## src/rtl/uart_cmd_pkg.sv

```systemverilog
// Shared types and constants for the UART command sequencer.
package uart_cmd_pkg;

  typedef enum logic [3:0] {
    IDLE, WR_ADDR, WR_DATA, RD_ADDR, RD_WAIT,
    OPA, OPB, FUN, ALU_WAIT, TX_B0, TX_B1
  } state_t;

  typedef enum logic [2:0] {
    TXS_IDLE, TXS_LO, TXS_RISE, TXS_FALL, TXS_HI
  } tx_state_t;

  localparam logic [7:0] CMD_WR      = 8'hAA;
  localparam logic [7:0] CMD_RD      = 8'hBB;
  localparam logic [7:0] CMD_ALU_OP  = 8'hCC;
  localparam logic [7:0] CMD_ALU_NOP = 8'hDD;

  localparam int unsigned OPA_ADDR = 0;
  localparam int unsigned OPB_ADDR = 1;

endpackage

```

## src/rtl/uart_cmd_tx_seq.sv

```systemverilog
// Response sender: one or two bytes to the UART transmitter, pacing the
// second byte on a full TX_BUSY rise/fall after the first strobe.
module uart_cmd_tx_seq
  import uart_cmd_pkg::*;
#(
  parameter int unsigned DATA_W = 8
) (
  input  logic              i_clk,
  input  logic              i_rst,
  input  logic              i_start,
  input  logic              i_two,
  input  logic [DATA_W-1:0] i_lo,
  input  logic [DATA_W-1:0] i_hi,
  input  logic              i_tx_busy,
  output logic [DATA_W-1:0] o_tx_data,
  output logic              o_tx_vld,
  output logic              o_done
);

  tx_state_t         r_state;
  logic [DATA_W-1:0] r_lo;
  logic [DATA_W-1:0] r_hi;
  logic [DATA_W-1:0] r_tx_data;
  logic              r_tx_vld;
  logic              r_done;

  always_ff @(posedge i_clk) begin
    if (i_rst) begin
      r_state   <= TXS_IDLE;
      r_lo      <= '0;
      r_hi      <= '0;
      r_tx_data <= '0;
      r_tx_vld  <= 1'b0;
      r_done    <= 1'b0;
    end else begin
      r_tx_vld <= 1'b0;
      r_done   <= 1'b0;
      case (r_state)
        TXS_IDLE: begin
          if (i_start) begin
            r_lo    <= i_lo;
            r_hi    <= i_hi;
            // single-byte responses skip the busy handshake entirely
            r_state <= i_two ? TXS_LO : TXS_HI;
          end
        end
        TXS_LO: begin
          if (!i_tx_busy) begin
            r_tx_data <= r_lo;
            r_tx_vld  <= 1'b1;
            r_state   <= TXS_RISE;
          end
        end
        TXS_RISE: if (i_tx_busy)  r_state <= TXS_FALL;
        TXS_FALL: if (!i_tx_busy) r_state <= TXS_HI;
        TXS_HI: begin
          r_tx_data <= r_hi;
          r_tx_vld  <= 1'b1;
          r_done    <= 1'b1;
          r_state   <= TXS_IDLE;
        end
        default: r_state <= TXS_IDLE;
      endcase
    end
  end

  assign o_tx_data = r_tx_data;
  assign o_tx_vld  = r_tx_vld;
  assign o_done    = r_done;

endmodule

```

## src/rtl/uart_cmd_ctrl.sv

```systemverilog
// UART command frame decoder driving register-file and ALU strobes, with
// an inter-byte timeout that discards stale partial frames.
module uart_cmd_ctrl
  import uart_cmd_pkg::*;
#(
  parameter int unsigned DATA_W  = 8,
  parameter int unsigned ADDR_W  = 4,
  parameter int unsigned TMO_CYC = 1023
) (
  input  logic                CLK,
  input  logic                RST,
  input  logic [DATA_W-1:0]   RX_P_DATA,
  input  logic                RX_D_VLD,
  input  logic [DATA_W-1:0]   RF_RD_DATA,
  input  logic                RF_RD_VLD,
  input  logic [2*DATA_W-1:0] ALU_OUT,
  input  logic                ALU_OUT_VLD,
  input  logic                TX_BUSY,
  output logic [ADDR_W-1:0]   RF_ADDR,
  output logic                RF_WR_EN,
  output logic                RF_RD_EN,
  output logic [DATA_W-1:0]   RF_WR_DATA,
  output logic                ALU_EN,
  output logic [3:0]          ALU_FUN,
  output logic                ALU_CLK_EN,
  output logic [DATA_W-1:0]   TX_P_DATA,
  output logic                TX_D_VLD,
  output logic                CMD_ERR
);

  localparam int unsigned TMO_W = $clog2(TMO_CYC + 1);

  state_t              r_state;
  logic [TMO_W-1:0]    r_tmo;
  logic [ADDR_W-1:0]   r_rf_addr;
  logic                r_wr_en;
  logic                r_rd_en;
  logic [DATA_W-1:0]   r_wr_data;
  logic                r_alu_en;
  logic [3:0]          r_alu_fun;
  logic                r_clk_en;
  logic                r_err;

  logic                w_cnt_state;
  logic                w_tmo;
  logic                w_tx_two;
  logic                w_tx_start;
  logic [DATA_W-1:0]   w_tx_hi;
  logic                w_tx_vld;
  logic                w_tx_done;

  assign w_cnt_state = r_state inside {WR_ADDR, WR_DATA, RD_ADDR, OPA, OPB, FUN};
  assign w_tmo       = w_cnt_state && !RX_D_VLD && (r_tmo == TMO_W'(TMO_CYC));
  assign w_tx_two    = (r_state == ALU_WAIT);
  assign w_tx_start  = ((r_state == RD_WAIT) && RF_RD_VLD) || (w_tx_two && ALU_OUT_VLD);
  assign w_tx_hi     = w_tx_two ? ALU_OUT[2*DATA_W-1:DATA_W] : RF_RD_DATA;

  uart_cmd_tx_seq #(.DATA_W(DATA_W)) u_tx_seq (
    .i_clk     (CLK),
    .i_rst     (RST),
    .i_start   (w_tx_start),
    .i_two     (w_tx_two),
    .i_lo      (ALU_OUT[DATA_W-1:0]),
    .i_hi      (w_tx_hi),
    .i_tx_busy (TX_BUSY),
    .o_tx_data (TX_P_DATA),
    .o_tx_vld  (w_tx_vld),
    .o_done    (w_tx_done)
  );

  always_ff @(posedge CLK) begin
    if (RST) begin
      r_state   <= IDLE;
      r_tmo     <= '0;
      r_rf_addr <= '0;
      r_wr_en   <= 1'b0;
      r_rd_en   <= 1'b0;
      r_wr_data <= '0;
      r_alu_en  <= 1'b0;
      r_alu_fun <= '0;
      r_clk_en  <= 1'b0;
      r_err     <= 1'b0;
    end else begin
      r_wr_en  <= 1'b0;
      r_rd_en  <= 1'b0;
      r_alu_en <= 1'b0;
      r_err    <= 1'b0;

      if (RX_D_VLD || !w_cnt_state || w_tmo) r_tmo <= '0;
      else                                   r_tmo <= r_tmo + 1'b1;

      if (w_tmo) begin
        r_err    <= 1'b1;
        r_clk_en <= 1'b0;
        r_state  <= IDLE;
      end else begin
        case (r_state)
          IDLE: begin
            if (RX_D_VLD) begin
              case (RX_P_DATA)
                CMD_WR:      r_state <= WR_ADDR;
                CMD_RD:      r_state <= RD_ADDR;
                CMD_ALU_OP:  begin r_state <= OPA; r_clk_en <= 1'b1; end
                CMD_ALU_NOP: begin r_state <= FUN; r_clk_en <= 1'b1; end
                default:     r_err <= 1'b1;
              endcase
            end
          end
          WR_ADDR: if (RX_D_VLD) begin
            r_rf_addr <= RX_P_DATA[ADDR_W-1:0];
            r_state   <= WR_DATA;
          end
          WR_DATA: if (RX_D_VLD) begin
            r_wr_data <= RX_P_DATA;
            r_wr_en   <= 1'b1;
            r_state   <= IDLE;
          end
          RD_ADDR: if (RX_D_VLD) begin
            r_rf_addr <= RX_P_DATA[ADDR_W-1:0];
            r_rd_en   <= 1'b1;
            r_state   <= RD_WAIT;
          end
          RD_WAIT:  if (RF_RD_VLD) r_state <= TX_B1;
          OPA: if (RX_D_VLD) begin
            r_rf_addr <= ADDR_W'(OPA_ADDR);
            r_wr_data <= RX_P_DATA;
            r_wr_en   <= 1'b1;
            r_state   <= OPB;
          end
          OPB: if (RX_D_VLD) begin
            r_rf_addr <= ADDR_W'(OPB_ADDR);
            r_wr_data <= RX_P_DATA;
            r_wr_en   <= 1'b1;
            r_state   <= FUN;
          end
          FUN: if (RX_D_VLD) begin
            r_alu_fun <= RX_P_DATA[3:0];
            r_alu_en  <= 1'b1;
            r_state   <= ALU_WAIT;
          end
          ALU_WAIT: if (ALU_OUT_VLD) r_state <= TX_B0;
          // TX_B0 -> TX_B1 once the low byte is out; the sender paces the rest
          TX_B0:    if (w_tx_vld)  r_state <= TX_B1;
          TX_B1: if (w_tx_done) begin
            r_clk_en <= 1'b0;
            r_state  <= IDLE;
          end
          default: r_state <= IDLE;
        endcase
      end
    end
  end

  assign RF_ADDR    = r_rf_addr;
  assign RF_WR_EN   = r_wr_en;
  assign RF_RD_EN   = r_rd_en;
  assign RF_WR_DATA = r_wr_data;
  assign ALU_EN     = r_alu_en;
  assign ALU_FUN    = r_alu_fun;
  assign ALU_CLK_EN = r_clk_en;
  assign TX_D_VLD   = w_tx_vld;
  assign CMD_ERR    = r_err;

endmodule

```

## config.mk

```make
export PLATFORM = sky130hd
export DESIGN_NAME = uart_cmd_ctrl
export DESIGN_NICKNAME = d
export VERILOG_FILES = /design/src/rtl/uart_cmd_pkg.sv /design/src/rtl/uart_cmd_tx_seq.sv /design/src/rtl/uart_cmd_ctrl.sv
export SDC_FILE = /design/constraint.sdc
export NUM_CORES = 1
export LEC_CHECK = 0
export ABC_AREA = 1
export BUFFER_PORTS_ARGS = -buffer_cell sky130_fd_sc_hd__buf_2
export CAP_MARGIN = 25
export CORE_ASPECT_RATIO = 0.5
export CORE_MARGIN = 4
export CORE_UTILIZATION = 57
export DETAILED_ROUTE_END_ITERATION = 7
export GPL_ROUTABILITY_DRIVEN = 0
export GPL_TIMING_DRIVEN = 0
export PLACE_DENSITY = 0.84
export RECOVER_POWER = 100
export SYNTH_ARGS = -nofsm -noshare
export SYNTH_HDL_FRONTEND = slang
export SYNTH_SLANG_ARGS = --single-unit
```

## constraint.sdc

```tcl
create_clock -name CLK -period 4.3 [get_ports CLK]
set_clock_uncertainty 0.1 [all_clocks]
set_input_delay 0.43 -clock CLK [delete_from_list [all_inputs] [get_ports CLK]]
set_output_delay 0.43 -clock CLK [all_outputs]
set_load 0.02 [all_outputs]
```

# Yosys cells after proc, flatten, opt, wreduce, memory -nomap -nowiden

Cells that the tools add are included.

Add/subtract/negate cells: 1
Equality and inequality tests: 37
Multiplexer cells: 37
Bitwise gates (word level): 4
Reduce and logical (&&, ||, !) cells: 32

Operators by type and width:

| kind                                          | number |
|---|---|
| 2-to-1 mux 4 bit                              | 13 |
| one-hot mux 4 bit (11 select lines)           | 1 |
| == test 8 bit, second input constant          | 4 |
| != test 2 bit, second input constant          | 13 |
| == test 4 x 3 -> 1 bit, second input constant | 4 |
| 2-to-1 mux 8 bit                              | 2 |
| one-hot mux 4 bit (4 select lines)            | 1 |
| one-hot mux 8 bit (2 select lines)            | 1 |
| 2-to-1 mux 3 bit                              | 5 |
| == test 4 bit, second input constant          | 3 |
| one-hot mux 3 bit (4 select lines)            | 1 |
| one-hot mux 4 bit (3 select lines)            | 1 |
| AND reduction 12 bit                          | 1 |
| OR reduction 3 bit                            | 4 |
| adder 10 x 1 -> 10 bit, second input constant | 1 |
| == test 10 bit, second input constant         | 1 |
| 2-to-1 mux 1 bit                              | 10 |
| == test 4 x 2 -> 1 bit, second input constant | 2 |
| != test 2 x 1 -> 1 bit, second input constant | 4 |
| AND reduction 4 bit                           | 2 |
| OR reduction 2 bit                            | 4 |
| == test 3 x 2 -> 1 bit, second input constant | 2 |
| AND reduction 3 bit                           | 2 |
| nonzero test 6 bit                            | 1 |
| 16 further kinds                              | 28 |

Bits in registers: 64
Bits of input ports: 38
Output and inout port bits: 30
Word-level logic and storage cells: 127

# Logic depth before layout (Yosys ltp)

Depth in word-level cells: 6
Gate-level depth with buffers: 11
Gate-level depth less buffers: 11

# Modules after synthesis

From an unflattened synthesis, not the netlist that was laid out.

Cells, all modules: 441
Area total of the unflattened synthesis: 3072.9 sq um

Modules (own cells, without submodules):

| module          | instances | cells each | area each (sq um) | sequential area each (sq um) |
|---|---|---|---|---|
| uart_cmd_ctrl   | 1         | 278        | 1816.7            | 700.7 |
| uart_cmd_tx_seq | 1         | 163        | 1256.2            | 580.6 |

# Least setup slack after synthesis

OpenSTA, ideal clock, no wires.

Kind: register to register
Start: register r_tmo[0]
End: register r_state[3]
Setup time: 0.113 ns
Arrival time: 1.357 ns
Data required time: 4.087 ns
Slack: 2.730 ns
Stages on the path, launching flop included: 9
Buffers on the path: 0
Clock period less this slack: 1.570 ns
Path through: dfxtp_1 ha_1 nand3_1 nor3_1 nand4_1 nand2_1 inv_1 nand2_1 nor2_1

Cells in the longest elaborated chain, start to end: 3

Ends and longest elaborated chain:

| element                      | RTL line             | RTL |
|---|---|---|
| from (decl)                  | uart_cmd_ctrl.sv:34  | `logic [TMO_W-1:0] r_tmo;` |
| from (signal assigned)       | uart_cmd_ctrl.sv:90  | `else r_tmo <= r_tmo + 1'b1;` |
| == test 10 bit               | uart_cmd_ctrl.sv:53  | `assign w_tmo = w_cnt_state && !RX_D_VLD && (r_tmo == TMO_W'(TMO_CYC));` |
| logical AND 1 bit            | uart_cmd_ctrl.sv:53  |  |
| OR reduction 2 bit (no line) | -                    |  |
| to (signal assigned)         | uart_cmd_ctrl.sv:73  | `r_state <= IDLE;` |
| to (signal assigned)         | uart_cmd_ctrl.sv:95  | `r_state <= IDLE;` |
| to (signal assigned)         | uart_cmd_ctrl.sv:101 | `CMD_WR: r_state <= WR_ADDR;` |
| to (decl)                    | uart_cmd_ctrl.sv:33  | `state_t r_state;` |

Every way passes these cells.
A chain may end at the register's enable or synchronous reset.

# Worst setup path in the final report

Start: register u_tx_seq.r_state[2]
End: register u_tx_seq.r_tx_data[7], in the netlist u_tx_seq.o_tx_data[7]

Cells in the longest elaborated chain, start to end: 3
Elaborated cells between the ends (all ways): 6
Those cells by class: eq/ne (3); mux (1); reduce/logical (2)

Ends and longest elaborated chain:

| element                                                       | RTL line              | RTL |
|---|---|---|
| from (decl)                                                   | uart_cmd_tx_seq.sv:20 | `tx_state_t r_state;` |
| from (signal assigned)                                        | uart_cmd_tx_seq.sv:44 | `r_state <= i_two ? TXS_LO : TXS_HI;` |
| == test 3 x 1 -> 1 bit or == test 3 bit (tied branches)       | uart_cmd_tx_seq.sv:38 | `case (r_state)` |
| != test 2 bit (no line) or nonzero test 2 bit (tied branches) | -                     |  |
| AND reduction 2 bit (no line)                                 | -                     |  |
| to (signal assigned)                                          | uart_cmd_tx_seq.sv:49 | `r_tx_data <= r_lo;` |
| to (signal assigned)                                          | uart_cmd_tx_seq.sv:57 | `r_tx_data <= r_hi;` |
| to (decl)                                                     | uart_cmd_tx_seq.sv:23 | `logic [DATA_W-1:0] r_tx_data;` |

Several ways; a longest one is shown, not always the timed one.

==> impl_metrics.env <==
export IMPL_status="completed"
export IMPL_met2_usage_pct=39.8
export IMPL_htreeDepth=3
export IMPL_grt_antenna_before_repair=0
export IMPL_period_needed_ps=2450
export IMPL_rows=17
export IMPL_synth_simple_gate_area_share_pct=31.0
export IMPL_synth_top_area_cell="dfxtp_1"
export IMPL_final_cell_mix="nor2_1 (94), nand2_1 (80), dfxtp_1 (64), inv_1 (45), o21ai_0 (42)"
export IMPL_ctsRootBufferMaster="clkbuf_8"
export IMPL_crit_type="register to register"
export IMPL_powerDensity_mw_per_mm2=553
export IMPL_required_ps=4430
export IMPL_cts_resized=0
export IMPL_setup_viol=0
export IMPL_use_met3_pct=7.79
export IMPL_grt_busiest_layer="met2"
export IMPL_grt_max_degree=12
export IMPL_pwr_share_comb_pct=31.2
export IMPL_drc=0
export IMPL_synthesis_area_mm2=0.00288
export IMPL_synth_xor_area_share_pct=0.609
export IMPL_clkPwrFrac_pct=27.3
export IMPL_tightestPinTransition_ps=909
export IMPL_syn_to_final_growth_pct=18.0
export IMPL_yosys_mux_area_fraction_pct=0
export IMPL_hold_path_endpoint="RF_WR_DATA[7]"
export IMPL_die_h_um=58.2
export IMPL_use_met1_pct=28.9
export IMPL_first_pass_iters=4
export IMPL_num_antenna_cells=0
export IMPL_cts_tree="done"
export IMPL_cp_arrival_ps=2580
export IMPL_post_dp_hpwl_mm=5.12
export IMPL_initial_core_util_pct=62.1
export IMPL_maxSlewViolCount=0
export IMPL_clock_sinks=64
export IMPL_drive_above_1_share_pct=11.2
export IMPL_route_vias_total=2874
export IMPL_p_seq_share_pct=41.5
export IMPL_max_freq_mhz=408
export IMPL_grt_pass1_vias=2671
export IMPL_worstSetupStartpointType="register"
export IMPL_worstHoldStart="RX_P_DATA[7]"
export IMPL_synth_top_family_by_area="simple AND/OR/NAND/NOR gates"
export IMPL_cts_setup_buffers=0
export IMPL_cp_max_fo=9
export IMPL_finalSetupTns_ps=0
export IMPL_holdCritPathClass="input pin to register"
export IMPL_die_width_um=108
export IMPL_die_area_mm2=0.00632
export IMPL_clkSlewWorstSetupHoldPaths_ps=70
export IMPL_rsz0062_at_grt="false"
export IMPL_synth_area_leaders="dfxtp_1 (45%), nor2_1 (12%), nand2_1 (10%)"
export IMPL_multi_input_area_mm2=0.00132
export IMPL_min_path_cells=3
export IMPL_ctsLongestPathBuffers=2
export IMPL_period_share_pct=57.0
export IMPL_hold_viol_final=0
export IMPL_ff2ff_setup_slack_ps=1850
export IMPL_ir_drop_mv=0.346
export IMPL_port_buffers=66
export IMPL_relSlewSlack_pct=38.8
export IMPL_synth_cells=419
export IMPL_fill_cells=428
export IMPL_leakage_nw=1.51
export IMPL_r2r_cells=8
export IMPL_wl_per_cell_um=12.2
export IMPL_synth_adder_area_share_pct=0.435
export IMPL_worstReg2RegEnd="u_tx_seq.o_tx_data[7]"
export IMPL_grt_pass1_wl_mm=11.6
export IMPL_finalPower_mw=1.88
export IMPL_maxCapViolations=0
export IMPL_globalRoute_totalOverflow=0
export IMPL_ys_warnings_count=0
export IMPL_end_kind="register"
export IMPL_viasPerCell=5.07
export IMPL_synth_compound_area_share_pct=15.3
export IMPL_synth_cell_type_count=27
export IMPL_ys_seq_elements=64
export IMPL_synth_top_cell_area_share_pct=44.5
export IMPL_internal_power_mw=1.17
export IMPL_seq_area_frac_synth_pct=44.5
export IMPL_synth_avg_cell_area_um2=6.87
export IMPL_drt_iter0_markers=110
export IMPL_drt_total_wl_mm=6.92
export IMPL_numCtsBuffers=9
export IMPL_ant_nets=0
export IMPL_layout_commonest_cell="nor2_1"
export IMPL_coreArea_mm2=0.00464
export IMPL_clock_latency_ps=340
export IMPL_p_switching_uw=705
export IMPL_syn_nets=458
export IMPL_r2r_start="u_tx_seq.r_state[2]"
export IMPL_grt_usage_pct=23.3
export IMPL_hold_buffers=0
export IMPL_netSwitchingFraction_pct=37.5
export IMPL_ioPinCount=68
export IMPL_seq_area_mm2=0.00128
export IMPL_final_nets=535
[cell families after synthesis]
kind of cell             after synthesis
adder cells (fa/ha/maj)                1
buffers and inverters                 58
AO/OA/AOI/OAI                         81
flip-flops                            64
AND/OR/NAND/NOR                      213
XOR/XNOR                               2
[area by class of cell]
| cell class | instances | area share (%) |
|---|---|---|
| multi-input combinational | 297 | 38.9 |
| inverter | 48 | 5.31 |
| sequential | 64 | 37.7 |
| tap | 66 | 2.43 |
| buffer | 10 | 1.14 |
| clock inverter | 5 | 1.66 |
| timing repair buffer | 66 | 8.62 |
| clock buffer | 11 | 4.16 |
[power by group through the flow]
stage          registers (mW)  clock network (mW)  logic (mW)
3_3_place_gp            0.790                   0       0.613
4_1_cts                 0.780               0.515       0.625
3_5_place_dp            0.792                   0       0.618
5_1_grt                 0.796               0.552       0.666
6_report                0.780               0.513       0.586
2_1_floorplan           0.855                   0       0.383
[flip-flops by register name, summed over array words and instances (netlist names), 3 cells and up]
signal and cells:
RF_WR_DATA 8, u_tx_seq.r_state 3, u_tx_seq.r_lo 8, RF_ADDR 4, u_tx_seq.r_hi 8, ALU_FUN 4
r_tmo 10, u_tx_seq.o_tx_data 8, r_state 4
[per-stage QoR]
step	utilization [%]	cell area (um^2)	hold slack [ps]	setup slack, ps	instances
CTS	75.2	3490	219	2350	567
floorplan	-	2880	318	2730	419
detailed placement	71.0	3290	337	2370	551
global route	73.2	3400	231	1540	567
global placement	71.0	3290	329	2370	551
finish	73.2	3400	242	1850	567
[cells in the mapped netlist]
master / instances
a211oi_1: 8
a21oi_1: 29
buf_1: 2
buf_2: 2
buf_6: 2
clkbuf_1: 4
clkinv_1: 1
dfxtp_1: 64
ha_1: 1
inv_1: 43
inv_2: 4
nand2_1: 78
nand2_2: 2
nand3_1: 23
nand4_1: 4
nor2_1: 91
nor2_2: 1
nor2_4: 3
nor3_1: 6
nor3b_1: 2
nor4_1: 1
o2111ai_1: 1
o21ai_0: 28
o21ai_1: 12
o21ai_2: 3
or2_2: 2
xnor2_1: 2
[metal layers]
metal	wire length, um	vias to the layer above
li1	-	1502
met1	3230	1276
met3	451	12
met4	70	0
met5	0	-
met2	3160	84
[worst max-delay path by stage]
stage	end	cells past startpoint	slack (ps)	start
finish	u_tx_seq.o_tx_data[7]	8	1850	u_tx_seq.r_state[2]
global route	u_tx_seq.o_tx_data[7]	8	1540	u_tx_seq.r_state[2]
CTS	u_tx_seq.o_tx_data[7]	6	2350	u_tx_seq.r_state[1]
detailed placement	u_tx_seq.o_tx_data[7]	6	2370	u_tx_seq.r_state[1]
global placement	u_tx_seq.o_tx_data[7]	6	2370	u_tx_seq.r_state[1]
floorplan	r_state[3]	8	2730	r_tmo[0]
[worst max-delay path: stages, from the launching register on]
cell	delay (ps)
dfxtp_1	310
inv_1	80
nand2_1	100
nor2_1	100
inv_1	50
o21ai_0	700
clkinv_1	510
a211oi_1	340
nor2_1	60
Power figures use the tool's default switching activity.
